$ cat src/rtl/axi4l_gpio_slave_pkg.sv
// Shared definitions for the AXI4-Lite GPIO slave: register offsets, response codes,
// the address-decode enum and the byte-strobe helper.
package axi4l_gpio_slave_pkg;

    localparam logic [7:0] OFF_DATA_OUT = 8'h00;
    localparam logic [7:0] OFF_DIR      = 8'h04;
    localparam logic [7:0] OFF_DATA_IN  = 8'h08;
    localparam logic [7:0] OFF_IRQ_EN   = 8'h0C;
    localparam logic [7:0] OFF_IRQ_STAT = 8'h10;

    localparam logic [1:0] RESP_OKAY   = 2'b00;
    localparam logic [1:0] RESP_SLVERR = 2'b10;

    typedef enum logic [2:0] {
        REG_DATA_OUT,
        REG_DIR,
        REG_DATA_IN,
        REG_IRQ_EN,
        REG_IRQ_STAT,
        REG_NONE
    } gpio_reg_e;

    typedef enum logic {
        RD_IDLE,
        RD_RESP
    } rd_state_e;

    // Expands a 4-lane byte strobe into a 32-bit bit mask.
    function automatic logic [31:0] strb_mask(input logic [3:0] strb);
        logic [31:0] m;
        for (int i = 0; i < 4; i++) begin
            m[8*i +: 8] = {8{strb[i]}};
        end
        return m;
    endfunction

endpackage

$ cat src/rtl/axi4l_gpio_slave_if.sv
// AXI4-Lite bus bundle between the interconnect (master) and the GPIO register block (slave).
interface axi4l_gpio_slave_if #(
    parameter int ADDR_WIDTH = 8,
    parameter int DATA_WIDTH = 32
);
    logic [ADDR_WIDTH-1:0]   AWADDR;
    logic                    AWVALID;
    logic                    AWREADY;
    logic [DATA_WIDTH-1:0]   WDATA;
    logic [DATA_WIDTH/8-1:0] WSTRB;
    logic                    WVALID;
    logic                    WREADY;
    logic [1:0]              BRESP;
    logic                    BVALID;
    logic                    BREADY;
    logic [ADDR_WIDTH-1:0]   ARADDR;
    logic                    ARVALID;
    logic                    ARREADY;
    logic [DATA_WIDTH-1:0]   RDATA;
    logic [1:0]              RRESP;
    logic                    RVALID;
    logic                    RREADY;

    modport master (
        output AWADDR, AWVALID, WDATA, WSTRB, WVALID, BREADY, ARADDR, ARVALID, RREADY,
        input  AWREADY, WREADY, BRESP, BVALID, ARREADY, RDATA, RRESP, RVALID
    );

    modport slave (
        input  AWADDR, AWVALID, WDATA, WSTRB, WVALID, BREADY, ARADDR, ARVALID, RREADY,
        output AWREADY, WREADY, BRESP, BVALID, ARREADY, RDATA, RRESP, RVALID
    );
endinterface

$ cat src/rtl/axi4l_gpio_slave_sync.sv
// Two-flop pad-input synchroniser; also exposes the previous synchronised value so the
// parent can detect rising edges without an extra register stage.
module gpio_sync #(
    parameter int WIDTH = 32
) (
    input  logic             clk,
    input  logic             rst,
    input  logic [WIDTH-1:0] i_async,
    output logic [WIDTH-1:0] o_sync,
    output logic [WIDTH-1:0] o_prev
);
    logic [WIDTH-1:0] r_meta;
    logic [WIDTH-1:0] r_sync;
    logic [WIDTH-1:0] r_prev;

    always_ff @(posedge clk) begin
        if (!rst) begin
            r_meta <= '0;
            r_sync <= '0;
            r_prev <= '0;
        end else begin
            r_meta <= i_async;
            r_sync <= r_meta;
            r_prev <= r_sync;
        end
    end

    assign o_sync = r_sync;
    assign o_prev = r_prev;
endmodule

$ cat src/rtl/axi4l_gpio_slave.sv
// AXI4-Lite GPIO register block: DATA_OUT/DIR/DATA_IN, plus IRQ_EN/IRQ_STAT and a level
// interrupt on synchronised input rising edges when GPIO_IRQ_EN is defined.
module axi4l_gpio_slave
    import axi4l_gpio_slave_pkg::*;
#(
    parameter int ADDR_WIDTH = 8,
    parameter int DATA_WIDTH = 32,
    parameter int GPIO_WIDTH = 32
) (
    input  logic                  clk,
    input  logic                  rst,
    axi4l_gpio_slave_if.slave     bus,
    input  logic [GPIO_WIDTH-1:0] gpio_in,
    output logic [GPIO_WIDTH-1:0] gpio_out,
    output logic [GPIO_WIDTH-1:0] gpio_oe,
    output logic                  irq
);
    function automatic gpio_reg_e decode(input logic [2:0] idx);
        case (idx)
            OFF_DATA_OUT[4:2]: return REG_DATA_OUT;
            OFF_DIR[4:2]:      return REG_DIR;
            OFF_DATA_IN[4:2]:  return REG_DATA_IN;
`ifdef GPIO_IRQ_EN
            OFF_IRQ_EN[4:2]:   return REG_IRQ_EN;
            OFF_IRQ_STAT[4:2]: return REG_IRQ_STAT;
`endif
            default:           return REG_NONE;
        endcase
    endfunction

    function automatic logic [DATA_WIDTH-1:0] zext(input logic [GPIO_WIDTH-1:0] v);
        logic [DATA_WIDTH-1:0] r;
        r = '0;
        r[GPIO_WIDTH-1:0] = v;
        return r;
    endfunction

    function automatic logic [GPIO_WIDTH-1:0] merge(input logic [GPIO_WIDTH-1:0] old_v,
                                                    input logic [DATA_WIDTH-1:0] wdata,
                                                    input logic [DATA_WIDTH-1:0] mask);
        logic [DATA_WIDTH-1:0] full;
        full = (zext(old_v) & ~mask) | (wdata & mask);
        return full[GPIO_WIDTH-1:0];
    endfunction

    logic [GPIO_WIDTH-1:0] w_sync;
    logic [GPIO_WIDTH-1:0] w_sync_prev;

    gpio_sync #(.WIDTH(GPIO_WIDTH)) u_sync (
        .clk     (clk),
        .rst     (rst),
        .i_async (gpio_in),
        .o_sync  (w_sync),
        .o_prev  (w_sync_prev)
    );

    logic                  r_aw_held;
    logic                  r_w_held;
    logic [2:0]            r_awidx;
    logic [DATA_WIDTH-1:0] r_wdata;
    logic [3:0]            r_wstrb;
    logic                  r_bvalid;
    logic [1:0]            r_bresp;
    logic [GPIO_WIDTH-1:0] r_dout;
    logic [GPIO_WIDTH-1:0] r_dir;

    logic                  w_awready;
    logic                  w_wready;
    logic                  w_aw_hs;
    logic                  w_w_hs;
    logic                  w_wr_go;
    gpio_reg_e             w_wr_reg;
    logic [DATA_WIDTH-1:0] w_wmask;

    assign w_awready = rst & ~r_aw_held & ~r_bvalid;
    assign w_wready  = rst & ~r_w_held & ~r_bvalid;
    assign w_aw_hs   = bus.AWVALID & w_awready;
    assign w_w_hs    = bus.WVALID & w_wready;
    assign w_wr_go   = r_aw_held & r_w_held;
    assign w_wr_reg  = decode(r_awidx);
    assign w_wmask   = strb_mask(r_wstrb);

    always_ff @(posedge clk) begin
        if (!rst) begin
            r_aw_held <= 1'b0;
            r_w_held  <= 1'b0;
            r_awidx   <= '0;
            r_wdata   <= '0;
            r_wstrb   <= '0;
            r_bvalid  <= 1'b0;
            r_bresp   <= RESP_OKAY;
            r_dout    <= '0;
            r_dir     <= '0;
        end else begin
            if (w_aw_hs) begin
                r_aw_held <= 1'b1;
                r_awidx   <= bus.AWADDR[4:2];
            end
            if (w_w_hs) begin
                r_w_held <= 1'b1;
                r_wdata  <= bus.WDATA;
                r_wstrb  <= bus.WSTRB;
            end
            if (w_wr_go) begin
                r_aw_held <= 1'b0;
                r_w_held  <= 1'b0;
                r_bvalid  <= 1'b1;
                r_bresp   <= (w_wr_reg == REG_NONE) ? RESP_SLVERR : RESP_OKAY;
                if (w_wr_reg == REG_DATA_OUT) r_dout <= merge(r_dout, r_wdata, w_wmask);
                if (w_wr_reg == REG_DIR)      r_dir  <= merge(r_dir, r_wdata, w_wmask);
            end else if (r_bvalid && bus.BREADY) begin
                r_bvalid <= 1'b0;
            end
        end
    end

`ifdef GPIO_IRQ_EN
    logic [GPIO_WIDTH-1:0] r_irq_en;
    logic [GPIO_WIDTH-1:0] r_irq_stat;
    logic                  r_irq;
    logic [GPIO_WIDTH-1:0] w_rise;
    logic [GPIO_WIDTH-1:0] w_stat_clr;
    logic [DATA_WIDTH-1:0] w_clr_full;

    assign w_rise     = w_sync & ~w_sync_prev;
    assign w_clr_full = r_wdata & w_wmask;
    assign w_stat_clr = (w_wr_go && w_wr_reg == REG_IRQ_STAT) ? w_clr_full[GPIO_WIDTH-1:0] : '0;

    // Set is OR-ed in after the clear so a coincident edge keeps its status bit.
    always_ff @(posedge clk) begin
        if (!rst) begin
            r_irq_en   <= '0;
            r_irq_stat <= '0;
            r_irq      <= 1'b0;
        end else begin
            if (w_wr_go && w_wr_reg == REG_IRQ_EN) r_irq_en <= merge(r_irq_en, r_wdata, w_wmask);
            r_irq_stat <= (r_irq_stat & ~w_stat_clr) | w_rise;
            r_irq      <= |(r_irq_stat & r_irq_en);
        end
    end

    assign irq = r_irq;
`else
    assign irq = 1'b0;
`endif

    rd_state_e             r_rd_state;
    rd_state_e             w_rd_state_nxt;
    logic                  w_arready;
    logic                  w_ar_hs;
    gpio_reg_e             w_ar_reg;
    logic [DATA_WIDTH-1:0] w_rd_data;
    logic [1:0]            w_rd_resp;
    logic [DATA_WIDTH-1:0] r_rdata;
    logic [1:0]            r_rresp;

    assign w_ar_hs  = bus.ARVALID & w_arready;
    assign w_ar_reg = decode(bus.ARADDR[4:2]);

    always_ff @(posedge clk) begin
        if (!rst) r_rd_state <= RD_IDLE;
        else      r_rd_state <= w_rd_state_nxt;
    end

    always_comb begin
        w_rd_state_nxt = r_rd_state;
        w_arready      = 1'b0;
        case (r_rd_state)
            RD_IDLE: begin
                w_arready = rst;
                if (w_ar_hs) w_rd_state_nxt = RD_RESP;
            end
            RD_RESP: begin
                if (bus.RREADY) w_rd_state_nxt = RD_IDLE;
            end
            default: w_rd_state_nxt = RD_IDLE;
        endcase
    end

    always_comb begin
        w_rd_data = '0;
        w_rd_resp = RESP_OKAY;
        case (w_ar_reg)
            REG_DATA_OUT: w_rd_data = zext(r_dout);
            REG_DIR:      w_rd_data = zext(r_dir);
            REG_DATA_IN:  w_rd_data = zext(w_sync);
`ifdef GPIO_IRQ_EN
            REG_IRQ_EN:   w_rd_data = zext(r_irq_en);
            REG_IRQ_STAT: w_rd_data = zext(r_irq_stat);
`endif
            default:      w_rd_resp = RESP_SLVERR;
        endcase
    end

    // Read data is sampled at the AR handshake, so a same-edge write is not yet visible.
    always_ff @(posedge clk) begin
        if (!rst) begin
            r_rdata <= '0;
            r_rresp <= RESP_OKAY;
        end else if (w_ar_hs) begin
            r_rdata <= w_rd_data;
            r_rresp <= w_rd_resp;
        end
    end

    assign bus.AWREADY = w_awready;
    assign bus.WREADY  = w_wready;
    assign bus.BVALID  = r_bvalid;
    assign bus.BRESP   = r_bresp;
    assign bus.ARREADY = w_arready;
    assign bus.RVALID  = (r_rd_state == RD_RESP);
    assign bus.RDATA   = r_rdata;
    assign bus.RRESP   = r_rresp;
    assign gpio_out    = r_dout;
    assign gpio_oe     = r_dir;

    logic w_unused_ok;
`ifdef GPIO_IRQ_EN
    assign w_unused_ok = &{1'b0, bus.AWADDR[ADDR_WIDTH-1:5], bus.AWADDR[1:0],
                           bus.ARADDR[ADDR_WIDTH-1:5], bus.ARADDR[1:0]};
`else
    assign w_unused_ok = &{1'b0, bus.AWADDR[ADDR_WIDTH-1:5], bus.AWADDR[1:0],
                           bus.ARADDR[ADDR_WIDTH-1:5], bus.ARADDR[1:0], w_sync_prev};
`endif
endmodule
$ cat src/flat_wrapper.sv
// flat-port wrapper written by rule: the top's interface ports become plain ports
module axi4l_gpio_slave_flat import axi4l_gpio_slave_pkg::*;
#(
    parameter int ADDR_WIDTH = 8,
    parameter int DATA_WIDTH = 32,
    parameter int GPIO_WIDTH = 32
)
  (clk, rst, gpio_in, gpio_out, gpio_oe, irq, bus_AWADDR, bus_AWVALID, bus_WDATA, bus_WSTRB, bus_WVALID, bus_BREADY, bus_ARADDR, bus_ARVALID, bus_RREADY, bus_AWREADY, bus_WREADY, bus_BRESP, bus_BVALID, bus_ARREADY, bus_RDATA, bus_RRESP, bus_RVALID);
  axi4l_gpio_slave_if #(.ADDR_WIDTH(ADDR_WIDTH), .DATA_WIDTH(DATA_WIDTH)) bus_i ();
  input  logic clk;
  input  logic rst;
  input  logic [GPIO_WIDTH-1:0] gpio_in;
  output logic [GPIO_WIDTH-1:0] gpio_out;
  output logic [GPIO_WIDTH-1:0] gpio_oe;
  output logic irq;
  input wire logic [$bits(bus_i.AWADDR)-1:0] bus_AWADDR;
  input wire logic [$bits(bus_i.AWVALID)-1:0] bus_AWVALID;
  input wire logic [$bits(bus_i.WDATA)-1:0] bus_WDATA;
  input wire logic [$bits(bus_i.WSTRB)-1:0] bus_WSTRB;
  input wire logic [$bits(bus_i.WVALID)-1:0] bus_WVALID;
  input wire logic [$bits(bus_i.BREADY)-1:0] bus_BREADY;
  input wire logic [$bits(bus_i.ARADDR)-1:0] bus_ARADDR;
  input wire logic [$bits(bus_i.ARVALID)-1:0] bus_ARVALID;
  input wire logic [$bits(bus_i.RREADY)-1:0] bus_RREADY;
  output wire logic [$bits(bus_i.AWREADY)-1:0] bus_AWREADY;
  output wire logic [$bits(bus_i.WREADY)-1:0] bus_WREADY;
  output wire logic [$bits(bus_i.BRESP)-1:0] bus_BRESP;
  output wire logic [$bits(bus_i.BVALID)-1:0] bus_BVALID;
  output wire logic [$bits(bus_i.ARREADY)-1:0] bus_ARREADY;
  output wire logic [$bits(bus_i.RDATA)-1:0] bus_RDATA;
  output wire logic [$bits(bus_i.RRESP)-1:0] bus_RRESP;
  output wire logic [$bits(bus_i.RVALID)-1:0] bus_RVALID;
  assign bus_i.AWADDR = bus_AWADDR;
  assign bus_i.AWVALID = bus_AWVALID;
  assign bus_i.WDATA = bus_WDATA;
  assign bus_i.WSTRB = bus_WSTRB;
  assign bus_i.WVALID = bus_WVALID;
  assign bus_i.BREADY = bus_BREADY;
  assign bus_i.ARADDR = bus_ARADDR;
  assign bus_i.ARVALID = bus_ARVALID;
  assign bus_i.RREADY = bus_RREADY;
  assign bus_AWREADY = bus_i.AWREADY;
  assign bus_WREADY = bus_i.WREADY;
  assign bus_BRESP = bus_i.BRESP;
  assign bus_BVALID = bus_i.BVALID;
  assign bus_ARREADY = bus_i.ARREADY;
  assign bus_RDATA = bus_i.RDATA;
  assign bus_RRESP = bus_i.RRESP;
  assign bus_RVALID = bus_i.RVALID;
  axi4l_gpio_slave #(.ADDR_WIDTH(ADDR_WIDTH), .DATA_WIDTH(DATA_WIDTH), .GPIO_WIDTH(GPIO_WIDTH)) u_core (.clk(clk), .rst(rst), .bus(bus_i), .gpio_in(gpio_in), .gpio_out(gpio_out), .gpio_oe(gpio_oe), .irq(irq));
endmodule
$ cat config.mk
export PLATFORM = sky130hd
export DESIGN_NAME = axi4l_gpio_slave_flat
export DESIGN_NICKNAME = d
export VERILOG_FILES = /design/src/rtl/axi4l_gpio_slave_pkg.sv /design/src/rtl/axi4l_gpio_slave_if.sv /design/src/rtl/axi4l_gpio_slave_sync.sv /design/src/rtl/axi4l_gpio_slave.sv /design/src/flat_wrapper.sv
export SDC_FILE = /design/constraint.sdc
export NUM_CORES = 1
export LEC_CHECK = 0
export BUFFER_PORTS_ARGS = -buffer_cell sky130_fd_sc_hd__buf_2
export CORE_MARGIN = 4
export CORE_UTILIZATION = 35
export DETAILED_ROUTE_END_ITERATION = 12
export PLACE_DENSITY = 0.65
export SLEW_MARGIN = 20
export SYNTH_ARGS = -nofsm -noshare
export SYNTH_HDL_FRONTEND = slang
export SYNTH_SLANG_ARGS = --single-unit
$ cat constraint.sdc
create_clock -name clk -period 1.73 [get_ports clk]
set_input_delay 0.173 -clock clk [delete_from_list [all_inputs] [get_ports clk]]
set_output_delay 0.173 -clock clk [all_outputs]
set_load 0.02 [all_outputs]
==> qor.yml, run 1 <==
min_path:
  worst_hold_path.num_cells: 2
  hold_path.startpoint: "rst"
  hold_path_class: "primary input to flip-flop"
  hold_path_end: "u_core.bus.BVALID$_SDFFE_PN0P_"
cells_and_area:
  flow.area_growth_from_synthesis_pct: 35.8
  finalInstanceArea_sq_um: 10200
  finalCoreUtilization_pct: 48.3
  layout_common_cells: "sky130_fd_sc_hd__dfxtp_1 (205), sky130_fd_sc_hd__buf_2 (182), sky130_fd_sc_hd__nand2_1 (139), sky130_fd_sc_hd__dlygate4sd3_1 (74), sky130_fd_sc_hd__mux2i_1 (67)"
  finish.net_count: 1085
  post_route_cells_drive_above_1_share_pct: 26.8
  final_common_cell: "sky130_fd_sc_hd__dfxtp_1"
  filler_cell_count: 1895
  antennaDiodeCount: 0
setup_path:
  worstReg2RegEnd: "u_core.bus.RDATA[20]$_SDFFE_PN0P_"
  worst-path-max-fanout: 32
  timing.critical_path.to_type: "flip-flop"
  criticalPathCategory: "flip-flop to flip-flop"
  reg2regPathDepth: 3
  r2r-start: "u_core.bus.RVALID$_SDFF_PN0_"
  arrival_ns: 1.91
  highest_cell_delay_on_the_worst_timing_path_ns: 0.66
  critical_path_required_ns: 2.17
  startpoint_type: "flip-flop"
  regToRegSetupSlack_ns: 0.26
  critical-path-slowest-cell: "sky130_fd_sc_hd__and2_2"
  worstPathCellList: "nand2b_1, and2_2, a22o_2"
routing:
  drc_errors: 0
  totalWireLength_mm: 20.0
  vias_per_inst: 4.71
  dr.pass1.iters: 4
  ant_nets: 0
  total_number_of_vias: 6029
  wl_per_cell_um: 15.7
  drt_iter0_drcs: 262
logic_synthesis:
  synth-seq-cells: 205
  synth_edf_count: 0
  synth-seq-area-share_pct: 54.9
  yosys_most_used_dff: "sky130_fd_sc_hd__dfxtp_1"
  synth_cell_types: 33
  syn-instance-count: 746
  async_flop_share_pct: 0
  netlist_area_sq_um: 7480
  syn_avg_cell_area_sq_um: 10.0
  ys_warn_count: 0
outcome:
  run_status: "finished clean"
pwr:
  power_mw: 10.4
  power.density_nw_per_um2: 1020
  vdd_drop_max_mv: 0.540
  leakage_nw: 4.39
placed_design:
  postPlaceCellArea_sq_um: 8670
  post-dp-hpwl_mm: 12.9
  place.gp.congestion: 0.746
  io_buffer_count: 183
cts:
  clk_pin_slew_worst_setup_hold_paths_ns: 0.06
  cts_buffers: 23
  clk_path_buf_depth: 3
  clk_root_buffer_cell: "sky130_fd_sc_hd__clkbuf_16"
  clkLatencyLatePin_ns: 0.50
  cts_sinks: 205
  number_of_levels_the_h_tree_was_split_into: 1
  tritoncts_clock_tree: "yes"
  post-cts-setup-buffers: 0
die:
  design.core.area_sq_um: 21000
  io_pins: 197
  die_y_um: 154
  die_width_um: 154
  initial_core_util_pct: 35.6
  die_area_sq_um: 23800
  num_rows: 53
grt:
  pin_count_of_the_biggest_net_entering_global_routing: 86
  grt_usage_pct: 16.1
  antenna_found_initial: 0
  via_count_of_the_first_global_routing_pass: 5886
  grt_first_pass_wirelength_mm: 31.4
  overall_overflow_remaining_after_global_route: 0
sta:
  final.setup_skew_ns: 0.0100
  finalHoldViolCount: 0
  period_share_pct: 84.8
  tightestPinTransition_ns: 0.762
  final_setup_violation_count: 0
  max_freq_mhz: 681
  maxSlewViolCount: 0
  fin_tns_setup_ns: 0
  slew_headroom_pct: 49.2
  rsz0062_at_grt: "no"
  period_needed_ns: 1.47
run:
  drv.max_cap_violation_count: 0
## synth_stat cells, types with 2 or more instances
cell type | count | area share, %
sky130_fd_sc_hd__dfxtp_1 | 205 | 55
sky130_fd_sc_hd__nand2_1 | 139 | 7.0
sky130_fd_sc_hd__mux2i_1 | 67 | 9.0
sky130_fd_sc_hd__and2_1 | 66 | 5.5
sky130_fd_sc_hd__o21ai_0 | 37 | 2.5
sky130_fd_sc_hd__nand2b_1 | 34 | 2.8
sky130_fd_sc_hd__a22oi_1 | 32 | 3.2
sky130_fd_sc_hd__o22ai_1 | 32 | 2.7
sky130_fd_sc_hd__clkbuf_1 | 24 | 1.2
sky130_fd_sc_hd__a22o_2 | 20 | 2.7
sky130_fd_sc_hd__buf_2 | 19 | 1.3
sky130_fd_sc_hd__a22o_1 | 12 | 1.4
sky130_fd_sc_hd__buf_4 | 12 | 1.2
sky130_fd_sc_hd__and3_1 | 8 | 0.67
sky130_fd_sc_hd__nor2b_1 | 8 | 0.67
sky130_fd_sc_hd__buf_6 | 5 | 0.75
sky130_fd_sc_hd__nor2_1 | 4 | 0.20
sky130_fd_sc_hd__ha_1 | 3 | 0.50
sky130_fd_sc_hd__o21a_1 | 3 | 0.30
sky130_fd_sc_hd__a21oi_1 | 2 | 0.13
sky130_fd_sc_hd__inv_1 | 2 | 0.10
## area by class of cell
class | instances | area, sq um | share of cell area (%)
inverter | 2 | 7.51 | 0.0740
timing repair buffer | 279 | 1900 | 18.7
sequential | 205 | 4100 | 40.4
clock inverter | 9 | 105 | 1.04
clock buffer | 30 | 632 | 6.22
tap | 275 | 344 | 3.39
multi-input combinational | 480 | 3060 | 30.1
## where the power goes
| group | internal [mW] | switching (mW) |
|---|---|---|
| combinational | 0.329 | 0.355 |
| clock | 2.87 | 1.88 |
| sequential | 4.87 | 0.0492 |
## worst max-delay path by stage
| stage | end | slack, ns | depth (start not counted) | startpoint |
|---|---|---|---|---|
| 2_1_floorplan | u_core.bus.RDATA[11]$_SDFFE_PN0P_ | -0.03 | 7 | bus_ARADDR[4] |
| 3_3_place_gp | u_core.bus.RDATA[18]$_SDFFE_PN0P_ | -0.17 | 7 | bus_ARADDR[4] |
| 3_5_place_dp | u_core.bus.RDATA[29]$_SDFFE_PN0P_ | -0.20 | 7 | bus_ARADDR[4] |
| 4_1_cts | flip-flop | 0.25 | 4 | u_core.r_aw_held$_SDFFE_PP0P_ |
| 5_1_grt | flip-flop | 0.16 | 4 | u_core.r_aw_held$_SDFFE_PP0P_ |
| 6_report | u_core.bus.RDATA[20]$_SDFFE_PN0P_ | 0.26 | 3 | u_core.bus.RVALID$_SDFF_PN0_ |
## repair_timing
item                                   4_1_cts  5_1_grt
gates resized for setup                      0        0
hold buffers                                74        0
endpoints found under the hold margin       73        0
## per-layer routing
metal	GRT usage [%]	wire (um)
met2	28.2	9760
met3	3.21	1070
met4	4.84	512
met5	0	0
met1	20.1	8700
## metrics by stage
| stage | setup WS, ns | hold WS [ns] | std cells |
|---|---|---|---|
| after global routing | 0.158 | 0.0250 | 1280 |
| after global placement | -0.171 | 0.366 | 1167 |
| after floorplan | -0.0294 | 0.282 | 748 |
| after detailed placement | -0.195 | 0.372 | 1167 |
| after CTS | 0.250 | 0.00800 | 1280 |
| final | 0.262 | 0.0271 | 1280 |
## critical path, delay by kind of cell (launching register included)
| kind | cells | cell delay, ns |
|---|---|---|
| flip-flops | 1 | 0.34 |
| AND/OR/NAND/NOR | 2 | 0.80 |
| AO/OA/AOI/OAI | 1 | 0.26 |
## cell families (layout without fill, tap and decap cells)
logic type | Yosys count | count (layout) | synth area share, %
compound gates | 140 | 140 | 13.1
fa+ha+maj | 3 | 3 | 0.502
other cells | 1 | 3 | 0.0502
simple gates | 267 | 267 | 17.9
buf+inv | 63 | 320 | 4.59
mux | 67 | 67 | 8.97
flops | 205 | 205 | 54.9
Note: power is estimated with default switching activity, not from simulation.
==> run 2: changes to the inputs <==
--- a/config.mk
+++ b/config.mk
@@ -5,11 +5,12 @@
 export SDC_FILE = /design/constraint.sdc
 export NUM_CORES = 1
 export LEC_CHECK = 0
+export ABC_AREA = 1
 export BUFFER_PORTS_ARGS = -buffer_cell sky130_fd_sc_hd__buf_2
 export CORE_MARGIN = 4
 export CORE_UTILIZATION = 35
 export DETAILED_ROUTE_END_ITERATION = 12
-export PLACE_DENSITY = 0.65
+export PLACE_DENSITY = 0.64
 export SLEW_MARGIN = 20
 export SYNTH_ARGS = -nofsm -noshare
 export SYNTH_HDL_FRONTEND = slang
==> constraint.sdc (replaced) <==
create_clock -name clk -period 1.3 [get_ports clk]
set_input_delay 0.13 -clock clk [delete_from_list [all_inputs] [get_ports clk]]
set_output_delay 0.13 -clock clk [all_outputs]
set_load 0.02 [all_outputs]
==> run 2 against run 1 <==
Compared with the run above:
- design area increased by 16%
- clock power increased by 43%
- count of clock-buffer cells in the layout increased by 5
- final cell count increased by 38%
- the run now ends with setup timing left
- critical path depth increased by 1
==> qor.yml, run 2 <==
cts:
  number_of_levels_the_h_tree_was_split_into: 1
  clkLatencyLatePin_ns: 0.50
  clk_path_buf_depth: 3
  cts_buffers: 23
  cts_sinks: 205
  tritoncts_clock_tree: "yes"
  clk_pin_slew_worst_setup_hold_paths_ns: 0.06
  clk_root_buffer_cell: "sky130_fd_sc_hd__clkbuf_16"
logic_synthesis:
  area_share_of_the_leading_cell_type_in_the_synthesized_netlist_pct: 49.5
  ys_warn_count: 0
  synth_largest_area_cell: "sky130_fd_sc_hd__dfxtp_1"
  netlist_area_sq_um: 8290
  synth_cell_types: 26
  yosys-top-cells-count: "sky130_fd_sc_hd__nand2_1 (327), sky130_fd_sc_hd__dfxtp_1 (205), sky130_fd_sc_hd__inv_1 (171)"
  synth.most_common_cell: "sky130_fd_sc_hd__nand2_1"
  async_flop_share_pct: 0
  synth_area_leaders: "sky130_fd_sc_hd__dfxtp_1 (50%), sky130_fd_sc_hd__nand2_1 (15%), sky130_fd_sc_hd__inv_1 (7.7%), sky130_fd_sc_hd__nor2_1 (5.3%), sky130_fd_sc_hd__nand3_1 (4.1%)"
  syn-instance-count: 1154
  synth-seq-area-share_pct: 49.5
  synth-seq-cells: 205
  yosys_most_used_dff: "sky130_fd_sc_hd__dfxtp_1"
  syn_avg_cell_area_sq_um: 7.18
  synth_edf_count: 0
setup_path:
  timing.critical_path.to_type: "output pin"
  startpoint_type: "flip-flop"
  regToRegSetupSlack_ns: -0.02
  arrival_ns: 1.20
  criticalPathCategory: "flip-flop to output pin"
  worst-path-max-fanout: 2
  critical_path_required_ns: 1.17
sta:
  period_needed_ns: 1.33
  maxSlewViolCount: 0
  final.setup_skew_ns: 0.00726
  worst_slack_ns: -0.0262
  finalHoldViolCount: 0
  rsz0062_at_grt: "yes"
  period_share_pct: 102
  max_freq_mhz: 754
  final_setup_violation_count: 13
routing:
  wl_per_cell_um: 14.7
  vias_per_inst: 4.51
  met3_length_mm: 1.58
  ant_nets: 0
  drc_errors: 0
  dr.pass1.iters: 5
  totalWireLength_mm: 25.9
  m1WireLength_mm: 11.4
  highest-signal-layer: "met4"
  dr_wl_met2_mm: 12.4
  total_number_of_vias: 7945
  drt_iter0_drcs: 504
pwr:
  leakage_nw: 5.78
  pwr-share-clk_pct: 45.9
  power_frac_seq_pct: 44.8
  power.density_nw_per_um2: 1250
  switching_power_mw: 3.43
  netSwitchingFraction_pct: 23.3
  p_comb_share_pct: 9.3
  p_int_mw: 11.3
  vdd_drop_max_mv: 1.01
die:
  die_area_sq_um: 26200
  initial_core_util_pct: 35.4
  die_width_um: 162
  num_rows: 56
  design.core.area_sq_um: 23400
  die_y_um: 162
  io_pins: 197
cells_and_area:
  finalCoreUtilization_pct: 50.2
  filler_cell_count: 2307
  final_common_cell: "sky130_fd_sc_hd__nand2_1"
  finalNonFillerCells: 1762
  area_taken_by_multi_input_logic_gates_sq_um: 3330
  finalInstanceArea_sq_um: 11800
  flow.area_growth_from_synthesis_pct: 41.8
  layout_common_cells: "sky130_fd_sc_hd__nand2_1 (319), sky130_fd_sc_hd__dfxtp_1 (199), sky130_fd_sc_hd__buf_2 (179), sky130_fd_sc_hd__inv_1 (167), sky130_fd_sc_hd__nor2_1 (115)"
  finish.net_count: 1520
  post_route_cells_drive_above_1_share_pct: 22.4
  ff_latch_area_sq_um: 4120
outcome:
  run_status: "finished, violations left"
  violations: "setup timing"
run:
  drv.max_cap_violation_count: 0
placed_design:
  place.gp.congestion: 0.798
  post-place-cells: 1634
  post-dp-hpwl_mm: 16.6
  postPlaceCellArea_sq_um: 9890
  io_buffer_count: 183
grt:
  pin_count_of_the_biggest_net_entering_global_routing: 74
  antenna_found_initial: 1
  overall_overflow_remaining_after_global_route: 0
  grt_first_pass_wirelength_mm: 39.0
  grt_usage_pct: 18.3
  via_count_of_the_first_global_routing_pass: 7489
min_path:
  hold_path_class: "primary input to flip-flop"
run 2: cell count changes in the layout (fill, tap and decap cells not counted), moves of 65 or more:
cell | before | now
sky130_fd_sc_hd__nand2_1 | 139 | 319
sky130_fd_sc_hd__inv_1 | 2 | 167
sky130_fd_sc_hd__nor2_1 | 4 | 115
sky130_fd_sc_hd__mux2i_1 | 67 | 0
sky130_fd_sc_hd__nand3_1 | 0 | 67
sky130_fd_sc_hd__and2_1 | 65 | 0
run 2: final timing paths:
path,startpoint,end,depth (start not counted)
worst max-delay path,u_core.bus.BVALID$_SDFFE_PN0P_,bus_AWREADY,4
worst min-delay path,bus_AWVALID,u_core.r_awidx[0]$_SDFFE_PN0P_,4
worst max register to register,u_core.r_awidx[1]$_SDFFE_PN0P_,flip-flop,8
worst min register to register,u_core.u_sync.r_meta[1]$_SDFF_PN0_,u_core.u_sync.o_sync[1]$_SDFF_PN0_,2
run 2: routing by layer:
layer	GRT usage (%)	vias up
met2	32.0	226
met4	4.27	0
met3	3.73	42
li1	-	4093
met5	0	-
met1	23.3	3584
run 2: power groups by stage:
stage | Combinational, mW | Clock (mW) | Sequential (mW)
final | 1.38 | 6.76 | 6.60
after global routing | 1.51 | 7.17 | 6.61
after CTS | 1.33 | 6.90 | 6.59
after detailed placement | 1.13 | 0 | 6.73
after global placement | 1.12 | 0 | 6.72
after floorplan | 0.662 | 0 | 6.70
run 2: final cells by class:
class	instances	area share, %
Sequential cell	205	35.0
Multi-Input combinational cell	706	28.4
Timing Repair Buffer	316	20.7
Clock buffer	35	6.13
Inverter	174	5.62
Tap cell	319	3.40
Clock inverter	6	0.713
Antenna cell	1	0.0213
run 2: logic make-up (layout without fill, tap and decap cells):
| group | count (synthesis) | count (layout) | synth area share, % |
|---|---|---|---|
| AO/OA/AOI/OAI | 110 | 110 | 6.70 |
| AND/OR/NAND/NOR | 590 | 590 | 31.1 |
| adder cells (fa/ha/maj) | 3 | 3 | 0.453 |
| other | 1 | 4 | 0.0452 |
| flip-flops | 205 | 205 | 49.5 |
| buffers and inverters | 245 | 531 | 12.2 |
run 2: stage by stage:
| step | hold WS [ns] | worst slack [ns] | power, mW | TNS (ns) |
|---|---|---|---|---|
| after detailed placement | 0.315 | -0.223 | 7.86 | -7.33 |
| final | 0.0437 | -0.0262 | 14.7 | -0.165 |
| after floorplan | 0.228 | -0.0216 | 7.36 | -0.459 |
| after global placement | 0.313 | -0.188 | 7.84 | -6.25 |
| after CTS | 0.0210 | -0.0503 | 14.8 | -0.0817 |
| after global routing | 0.0666 | -0.0744 | 15.3 | -2.24 |
run 2: critical path: stages, from the launching register on:
cell                      delay (ns)
sky130_fd_sc_hd__dfxtp_2        0.32
sky130_fd_sc_hd__inv_2          0.07
sky130_fd_sc_hd__nand2_4        0.06
sky130_fd_sc_hd__nor2_4         0.11
sky130_fd_sc_hd__buf_6          0.13
run 2: repair_timing:
item / 4_1_cts / 5_1_grt
gates cloned: 0 / 6
buffers inserted: 2 / 5
pin swaps: 2 / 6
setup endpoints to repair: 57 / 98
gates resized for setup: 17 / 28
hold buffers: 73 / 0
endpoints found under the hold margin: 73 / 0
